==> src/rtl/fp_sort_engine.sv <==
// rtl/fp_sort_engine.sv - in-place early-exit bubble sorter for 13-bit {sign, exp, mag} words
// Define FP_SORT_STATS_EN to add the saturating swap_count output.
module fp_sort_engine #(
  parameter int DEPTH = 8,
  parameter int AW    = $clog2(DEPTH)
) (
  input  logic          clk,
  input  logic          reset,
  input  logic          wr_en,
  input  logic [AW-1:0] wr_addr,
  input  logic [12:0]   wr_data,
  input  logic          start,
  input  logic [AW-1:0] rd_addr,
  output logic [12:0]   rd_data,
  output logic          busy,
  output logic          done
`ifdef FP_SORT_STATS_EN
  ,
  output logic [7:0]    swap_count
`endif
);

  typedef enum logic [1:0] {S_IDLE, S_COMPARE, S_CHECK, S_DONE} state_t;

  localparam logic [AW-1:0] LAST_IDX = AW'(DEPTH - 2);
  localparam bit            POW2     = (DEPTH == (1 << AW));

  state_t        state, state_nx;
  logic [12:0]   mem [DEPTH];
  logic [AW-1:0] idx, idx_nx, pass;
  logic          swapped, do_swap, wr_ok, rd_ok;
  logic [12:0]   cmp_a, cmp_b;

  // Sign-magnitude ordering on raw {exp, mag}; equal words never compare greater.
  function automatic logic fp_gt(input logic [12:0] a, input logic [12:0] b);
    if (a[12] != b[12]) return b[12];
    else if (!a[12])    return a[11:0] > b[11:0];
    else                return a[11:0] < b[11:0];
  endfunction

  if (POW2) begin : g_full_range
    assign wr_ok = 1'b1;
    assign rd_ok = 1'b1;
  end else begin : g_part_range
    assign wr_ok = (32'(wr_addr) < 32'(DEPTH));
    assign rd_ok = (32'(rd_addr) < 32'(DEPTH));
  end

  assign idx_nx  = idx + AW'(1);
  assign cmp_a   = mem[idx];
  assign cmp_b   = mem[idx_nx];
  assign do_swap = fp_gt(cmp_a, cmp_b);
  assign rd_data = rd_ok ? mem[rd_addr] : 13'h0;

  always_ff @(posedge clk or posedge reset) begin
    if (reset) state <= S_IDLE;
    else       state <= state_nx;
  end

  always_comb begin
    state_nx = state;
    case (state)
      S_IDLE:    if (start) state_nx = S_COMPARE;
      S_COMPARE: if (idx == LAST_IDX) state_nx = S_CHECK;
      S_CHECK:   state_nx = (!swapped || pass == LAST_IDX) ? S_DONE : S_COMPARE;
      default:   state_nx = S_IDLE;
    endcase
  end

  always_comb begin
    busy = (state == S_COMPARE) || (state == S_CHECK);
    done = (state == S_DONE);
  end

  always_ff @(posedge clk or posedge reset) begin
    if (reset) begin
      for (int i = 0; i < DEPTH; i++) mem[i] <= '0;
      idx     <= '0;
      pass    <= '0;
      swapped <= 1'b0;
    end else begin
      case (state)
        S_IDLE: begin
          // A write in the start cycle lands before the first compare reads mem.
          if (wr_en && wr_ok) mem[wr_addr] <= wr_data;
          if (start) begin
            idx     <= '0;
            pass    <= '0;
            swapped <= 1'b0;
          end
        end
        S_COMPARE: begin
          if (do_swap) begin
            mem[idx]    <= cmp_b;
            mem[idx_nx] <= cmp_a;
            swapped     <= 1'b1;
          end
          if (idx != LAST_IDX) idx <= idx_nx;
        end
        S_CHECK: begin
          if (swapped && pass != LAST_IDX) begin
            pass    <= pass + AW'(1);
            idx     <= '0;
            swapped <= 1'b0;
          end
        end
        default: ;
      endcase
    end
  end

`ifdef FP_SORT_STATS_EN
  always_ff @(posedge clk or posedge reset) begin
    if (reset)                                        swap_count <= 8'h0;
    else if (state == S_IDLE && start)                swap_count <= 8'h0;
    else if (state == S_COMPARE && do_swap && swap_count != 8'hFF)
                                                      swap_count <= swap_count + 8'h1;
  end
`endif

endmodule

==> config.mk <==
export PLATFORM = sky130hd
export DESIGN_NAME = fp_sort_engine
export DESIGN_NICKNAME = d
export VERILOG_FILES = /design/src/rtl/fp_sort_engine.sv
export SDC_FILE = /design/constraint.sdc
export NUM_CORES = 1
export LEC_CHECK = 0
export ABC_AREA = 1
export ABC_CLOCK_PERIOD_IN_PS = 4800
export BUFFER_PORTS_ARGS = -buffer_cell sky130_fd_sc_hd__buf_4
export CORE_ASPECT_RATIO = 1.1
export CORE_MARGIN = 2
export CORE_UTILIZATION = 59
export CTS_BUF_LIST = sky130_fd_sc_hd__clkbuf_8
export CTS_CLUSTER_DIAMETER = 30
export DETAILED_ROUTE_END_ITERATION = 8
export HOLD_SLACK_MARGIN = 0.06
export PLACE_DENSITY = 0.76
export RECOVER_POWER = 100
export SLEW_MARGIN = 0
export SYNTH_ARGS = -nofsm -noshare
export SYNTH_HDL_FRONTEND = slang
export SYNTH_SLANG_ARGS = --single-unit
==> constraint.sdc <==
create_clock -name clk -period 4.8 [get_ports clk]
set_input_delay 0.48 -clock clk [delete_from_list [all_inputs] [get_ports clk]]
set_output_delay 0.48 -clock clk [all_outputs]
set_load 0.02 [all_outputs]
# Word-level counts from Yosys, hierarchy flattened
# Cells that the tools add are included.
# word_totals
register_bits,113
inputBits,23
output_inout_bits,15
wordCells,94
# op_classes
n_addsub,2
n_lt_le_gt_ge,9
eq_ne,14
mux,37
n_bitwise,4
reduce_logical,16
# op_table
operator,n
$bwmux 104,3
$mux 104,2
$pmux 104 s2,1
$bmux 13 s3,3
$demux 13 s3,3
$mux 13,9
$ge 4x4->1 const B,4
$not 3->4,4
$gt 12x12->1,1
$lt 12x12->1,1
$lt 4x1->1 const B,3
$mux 3,4
$pmux 3 s3,1
$ne 2x2->1 const B,4
$reduce_and 4->1,2
$add 3x1->3 const B,2
$eq 3x3->1 const B,2
$mux 2,3
$ne 3x3->1 const B,2
$pmux 2 s3,1
$pmux 3 s2,1
$reduce_and 3->1,2
$mux 1,5
$eq 2x2->1 const B,2
other kinds (11),17

# Longest topological paths before layout
# Gate-level depths: netlist of run 1.
# depth
depth_word,10
depth_mapped,29
depth_no_buf,23

# Worst setup path before layout of run 1
# Ideal clock, no wire load.
# synth_path
kind,register to register
startpoint,register idx[0]
endpoint,register mem[39] (netlist bit)
setup_time_ps,117
arrival_ps,3596
required_time_ps,4683
slack_ps,1086
path_stages_with_launch,30
n_path_buf,7
path_cell_list,dfrtp_1 -> inv_2 -> buf_6 -> buf_6 -> buf_4 -> ha_1 -> inv_1 -> buf_2 -> buf_1 -> nand2_1 -> nand2_1 -> nand2_1 -> nand2_2 -> inv_1 -> ha_1 -> nand2_1 -> inv_1 -> nand2_1 -> nor2_1 -> nand2_1 -> nand3_1 -> nand2_1 -> nand2_1 -> nand2_1 -> nand2_2 -> buf_12 -> nand3_4 -> buf_6 -> nand2_1 -> nand2_1
# synth_via
elab_chain_len,10
word_cells_on_any_way,30
classes_between,add/sub (1); order compare (6); eq/ne (2); mux (16); bitwise (2); reduce/logical (3)
# synth_rtl
element,line_no,text
"start, declared",30,"logic [AW-1:0] idx, idx_nx, pass;"
"start signal, assigned",98,if (idx != LAST_IDX) idx <= idx_nx;
$add 3x1->3,49,assign idx_nx = idx + AW'(1);
$not 3->4 (not written as such),"51, 95",
$bmux 13 s3,51,assign cmp_b = mem[idx_nx];
$mux 13 (not written as such) (2 in series),51,
$gt 12x12->1 / $lt 12x12->1 (equally long branches),"37, 38",
$mux 1,37,else if (!a[12]) return a[11:0] > b[11:0];
$mux 1,36,if (a[12] != b[12]) return b[12];
$ne 2x2->1 (no source line),n/a,
$reduce_and 3->1 (no source line),n/a,
"end signal, assigned by index",85,if (wr_en && wr_ok) mem[wr_addr] <= wr_data;
"end signal, assigned by index",94,mem[idx] <= cmp_b;
"end signal, assigned by index",95,mem[idx_nx] <= cmp_a;
"end, declared",29,logic [12:0] mem [DEPTH];
# Parallel ways exist; a longest one is shown, timed or not. The select of a mux whose other input is x is not followed.
# A chain may end at the register's enable or synchronous reset.

# Final worst setup path of run 1
# layout_path
startpoint,input rd_addr[0]
endpoint,output rd_data[11]
# layout_via
elab_chain_len,4
# layout_rtl
element,line_no,text
"start, declared",13,"input logic [AW-1:0] rd_addr,"
$not 3->4 (not written as such),53,assign rd_data = rd_ok ? mem[rd_addr] : 13'h0;
$bmux 13 s3,53,
$mux 13 (not written as such) (2 in series),53,
"end, declared",14,"output logic [12:0] rd_data,"
# No other way between the ends. The select of a mux whose other input is x is not followed.

==> flow_summary.json, run 1 <==
{
  "critPathMaxFanout": 53,
  "cts_hold_buf": 0,
  "grt_pass1_vias": 11900,
  "final_nets": 2118,
  "hold_class": "reg -> reg",
  "synthTopCellsByCount": "1394 x nand2_1, 120 x nor2_1, 113 x dfrtp_1, 106 x nand4_1, 60 x inv_1",
  "cts_setup_buffers": 0,
  "status": "finished with violations",
  "synth_cells": 2119,
  "num_io_pins": 38,
  "failed_checks": "max-capacitance violations, max-slew violations",
  "drc": 0,
  "fmax_ghz": 0.231,
  "postCtsResizedCells": 0,
  "skew_ns": 0.0184,
  "synth_largest_area_cell": "nand2_1",
  "antenna_found_initial": 0,
  "syn2layout_area_growth_pct": 4.07,
  "cap_viol_max_count": 1,
  "syn-cell-area_sq_um": 11500,
  "yosysSeqAreaShare_pct": 24.6,
  "wl_per_cell_um": 20.1,
  "powerDensity_nw_per_um2": 637,
  "wl_um": 46900,
  "vias_per_cell": 6.03,
  "arrival_ns": 3.86,
  "clk_pin_slew_ns": 0.09,
  "gr-total-overflow": 0,
  "p_sw_w": 0.00467,
  "cts_tree": "done",
  "cts_max_path_buffers": 2,
  "core_sq_um": 19100,
  "hpwlAfterDp_um": 32500,
  "track_usage_pct": 45.8,
  "cts_made_buffers": 17,
  "rsz0062_at_grt": "no",
  "drv_slew": 75,
  "synth_edf_count": 0,
  "htreeDepth": 4,
  "synth_cell_types": 34,
  "slew_headroom_pct": -125,
  "reg2reg_slack_ns": 0.49,
  "rows": 53,
  "tightest_slew_ns": 3.35,
  "crit_type": "in -> out",
  "dr.pass1.iters": 7,
  "path_buf_inv": 4,
  "fp.dieArea_sq_um": 20600,
  "path_cells": "clkbuf_2 -> inv_1 -> clkbuf_1 -> o21ai_0 -> a31oi_1 -> clkbuf_1",
  "cp_common_cell": "clkbuf_1",
  "finalCritPeriodShare_pct": 90.3,
  "switching_share_pct": 61.3,
  "cp_top_family": "buffers and inverters",
  "peakVddDrop_uv": 695,
  "fp.dieW_um": 137,
  "pwr-share-clk_pct": 12.0,
  "place.gp.congestion": 1.04,
  "startpoint_type": "input pin",
  "worst_slack_ns": 0.465,
  "cpMaxStageDelayCell": "inv_1",
  "yosys_warnings": 0,
  "critPathMaxStageDelay_ns": 1.01,
  "required_ns": 4.32,
  "finalHoldViolations": 0,
  "insertion_delay_ns": 0.46,
  "io_buffers": 37,
  "synthArstFlopShare_pct": 100,
  "combPwrFrac_pct": 63.4,
  "ys_ff_latch": 113,
  "fin_tns_setup_ns": 0,
  "drive_gt1_share_pct": 6.80,
  "chipHeight_um": 150,
  "setup_viol": 0,
  "yosysMostFrequentCell": "nand2_1",
  "start_util_pct": 60.2,
  "drt_first_iter_violations": 2366,
  "p_leak_nw": 7.06,
  "min_period_ns": 4.34,
  "diodes": 0,
  "cts_root_buf": "clkbuf_8",
  "synth_nets": 2162,
  "synth_ff_type": "dfrtp_1",
  "grt_max_degree": 115,
  "place_ws_ns": 0.733,
  "cts_sinks": 113,
  "ant_nets": 0,
  "seqPwrFrac_pct": 24.6,
  "synth_area_leaders": "nand2_1 46%, dfrtp_1 25%, nand4_1 5.8%",
  "syn_area_per_cell_sq_um": 5.42,
  "cp-end-kind": "output port",
  "num_vias": 14100,
  "yosysTopAreaCellShare_pct": 45.5,
  "p_int_w": 0.00295,
  "grt_pass1_wl_um": 70100
}
==> cells by family after synthesis <==
| logic type | after synthesis | synth area share [%] |
|---|---|---|
| flops | 113 | 24.6 |
| compound gates | 106 | 5.41 |
| fa+ha+maj | 20 | 2.18 |
| buf+inv | 203 | 8.74 |
| simple gates | 1677 | 59.1 |
==> area by class of cell <==
class                   count  area (sq um)
multi-input cells        1803          7660
well taps                 247           309
clock buffers              18           248
flip-flops and latches    113          2830
inverters                  66           253
clock inverters            14           134
fillers                  1986          7140
repair buffers             74           519
==> power by group through the flow <==
stage | sequential (W) | combinational [W] | clock (W)
after CTS | 0.00184 | 0.00471 | 0.000906
after global placement | 0.00185 | 0.00463 | 0
after detailed placement | 0.00186 | 0.00469 | 0
after global routing | 0.00192 | 0.00523 | 0.000947
after floorplan | 0.00167 | 0.00364 | 0
final | 0.00188 | 0.00483 | 0.000913
==> worst reg2reg max path, delay by kind of cell, from the launching register on <==
| kind | cells | cell delay, ns |
|---|---|---|
| buffers and inverters | 6 | 1.20 |
| adders and majority gates | 2 | 0.50 |
| DFF | 1 | 0.39 |
| and+or+nand+nor | 16 | 2.10 |
==> sequential cells by signal, indices dropped and copies added, names as in the netlist <==
name     count
pass         3
state        2
swapped      1
idx          3
mem        104
==> placed cells by master (no fill, tap or decap), types with 2 or more instances in the layout <==
master and n:
buf_4 54, a31oi_1 14, nand4_1 106, inv_2 2
nor3_1 11, nand3_1 7, clkinv_2 3, o31a_2 3
clkinv_4 5, ha_1 19, dfrtp_1 112, clkbuf_1 15
nor2_1 120, inv_1 60, clkbuf_2 2, clkinvlp_4 4
a21oi_4 2, nor3_4 3, nand2_1 1395, or2_2 2
a21oi_1 8, nand3_4 4, buf_12 2, o22ai_1 16
o31a_1 2, nand3_2 2, clkbuf_8 18, nand2_2 25
o21ai_0 57
==> path summary, 6_finish.rpt <==
path,from,cells after the start,end
max in group asynchronous,reset,3,mem[65]
worst max-delay path,rd_addr[0],6,rd_data[11]
worst min-delay path,pass[2],1,pass[2]
worst max register to register,idx[1],24,mem[41]
min in group asynchronous,reset,2,mem[5]
worst min register to register,pass[2],1,pass[2]
==> layer usage <==
metal	routed length (um)	part of all wire, %	vias up	global-route usage, %
met1	18100	39	6312	63.4
met3	6780	14	173	13.4
li1	-	-	6517	-
met5	0	0	-	0
met2	19100	41	1072	64.1
met4	2940	6.3	0	24.3
==> metrics by stage <==
| stage | hold slack [ns] | power [W] | cell area, sq um | cells | utilization (%) |
|---|---|---|---|---|---|
| after global placement | 0.459 | 0.00647 | 11700 | 2303 | 61.1 |
| after floorplan | 0.444 | 0.00531 | 11500 | 2119 | - |
| final | 0.492 | 0.00762 | 12000 | 2335 | 62.6 |
| after global routing | 0.512 | 0.00809 | 12000 | 2335 | 62.6 |
| after CTS | 0.266 | 0.00746 | 12000 | 2335 | 63.1 |
| after detailed placement | 0.480 | 0.00655 | 11700 | 2303 | 61.1 |
Note: power is estimated with default switching activity, not from simulation.
==> run 2, diff against run 1 <==
Settings changed: ABC_CLOCK_PERIOD_IN_PS 4800 to 4200.
Clock period 4.8 ns to 4.2 ns, I/O delays scaled along.
==> flow_summary.json, run 2 (synthesis gave the netlist of run 1 again) <==
{
  "status": "finished with violations",
  "failed_checks": "max-capacitance violations, max-slew violations",
  "final_nets": 2152,
  "num_io_pins": 38,
  "chipHeight_um": 150,
  "cts_root_buf": "clkbuf_8",
  "top_regs": "mem (104), idx (3), pass (3)",
  "skew_ns": 0.0204,
  "cap_viol_max_count": 3,
  "diodes": 0,
  "hpwlAfterDp_um": 33600,
  "peakVddDrop_uv": 689,
  "drc": 0,
  "drive_gt1_share_pct": 8.20,
  "timing.hold.ws_ns": 0.463,
  "fin_tns_setup_ns": 0,
  "required_ns": 3.78,
  "syn2layout_area_growth_pct": 6.75,
  "seqPwrFrac_pct": 23.8,
  "gr-total-overflow": 0,
  "cts_sinks": 113,
  "rsz0062_at_grt": "no",
  "track_usage_pct": 45.9,
  "hold_class": "in -> reg",
  "cts_made_buffers": 17,
  "reg2reg_slack_ns": 0.49,
  "dr.pass1.iters": 6,
  "powerDensity_nw_per_um2": 735,
  "drv_slew": 118,
  "critPathMaxStageDelay_ns": 1.09,
  "io_buffers": 37,
  "wl_per_cell_um": 19.8,
  "grt_pass1_wl_um": 70300,
  "insertion_delay_ns": 0.46,
  "min_period_ns": 4.01,
  "slew_headroom_pct": -79.1,
  "core_sq_um": 19100,
  "pwr-share-clk_pct": 11.0,
  "grt_max_degree": 79,
  "p_sw_w": 0.00538,
  "fp.dieW_um": 137,
  "ant_nets": 0,
  "largest_register_ffs": 104,
  "cts_tree": "done",
  "arrival_ns": 3.59,
  "drt_first_iter_violations": 1976,
  "crit_type": "in -> out",
  "cp_top_family": "buffers and inverters",
  "cp-end-kind": "output port",
  "p_int_w": 0.00364,
  "p_leak_nw": 7.27,
  "path_cells": "clkbuf_1 -> inv_1 -> clkbuf_1 -> nor2_1 -> o21ai_0 -> a31oi_1 -> clkbuf_1",
  "postCtsResizedCells": 0,
  "cp_common_cell": "clkbuf_1",
  "place.gp.congestion": 1.03,
  "fmax_ghz": 0.250,
  "vias_per_cell": 5.95,
  "regMostFlops": "mem",
  "rows": 53,
  "finalHoldViolations": 0,
  "fp.dieArea_sq_um": 20600,
  "startpoint_type": "input pin",
  "start_util_pct": 60.2,
  "final_common_cell": "nand2_1",
  "cts_max_path_buffers": 2,
  "cts_setup_buffers": 0,
  "tightest_slew_ns": 2.67,
  "final_cell_mix": "1396 x nand2_1, 120 x nor2_1, 112 x dfrtp_1, 106 x nand4_1, 85 x buf_4",
  "cpMaxStageDelayCell": "clkbuf_1",
  "path_buf_inv": 4,
  "cts_hold_buf": 0,
  "htreeDepth": 4,
  "wl_um": 46900,
  "combPwrFrac_pct": 65.2,
  "grt_pass1_vias": 12000,
  "clk_pin_slew_ns": 0.09,
  "switching_share_pct": 59.6,
  "critPathMaxFanout": 27,
  "finalCritPeriodShare_pct": 95.4,
  "num_vias": 14100,
  "antenna_found_initial": 0,
  "setup_viol": 0
}
==> run 2: stage by stage <==
step	setup slack [ns]	utilization (%)	std cells	total power, W	instance area [sq um]
2_1_floorplan	0.486	-	2119	0.00607	11500
3_3_place_gp	0.883	62.7	2337	0.00771	12000
3_5_place_dp	0.740	62.7	2337	0.00783	12000
4_1_cts	0.700	64.6	2369	0.00884	12300
5_1_grt	0.199	64.2	2369	0.00957	12300
6_report	0.195	64.2	2369	0.00902	12300
==> run 2: power groups by stage <==
stage | registers (W) | clock network, W | logic [W]
floorplan | 0.00191 | 0 | 0.00416
global placement | 0.00211 | 0 | 0.00560
detailed placement | 0.00212 | 0 | 0.00571
CTS | 0.00210 | 0.000993 | 0.00574
global route | 0.00218 | 0.00104 | 0.00634
finish | 0.00214 | 0.000996 | 0.00588
==> run 2: final cells by class <==
type	count	area, sq um
Inverter	66	253
Fill cell	1946	6830
Clock inverter	15	136
Tap cell	247	309
Multi-Input combinational cell	1803	7680
Clock buffer	17	234
Sequential cell	113	2830
Timing Repair Buffer	108	826
==> run 2: path summary, 6_finish.rpt <==
path,from,endpoint,cells after the start
max in group asynchronous,reset,mem[52],3
min in group asynchronous,reset,mem[6],2
hold / removal,start,pass[0],5
setup / recovery,rd_addr[1],rd_data[11],7
setup reg to reg,idx[0],mem[90],23
hold reg to reg,pass[2],pass[2],1
==> run 2: layer usage <==
metal / global-route usage (%) / wire length, um / vias up
met5: 0 / 0 / -
met1: 62.9 / 18500 / 6324
met2: 64.3 / 19000 / 1012
li1: - / - / 6586
met4: 22.0 / 2700 / 0
met3: 16.0 / 6840 / 163
==> run 2: tightest hold or removal path, cell delays in order <==
cell,delay (ns)
buf_4,0.11
nor2_1,0.12
nor2_1,0.09
nand2_1,0.09
a21oi_1,0.07
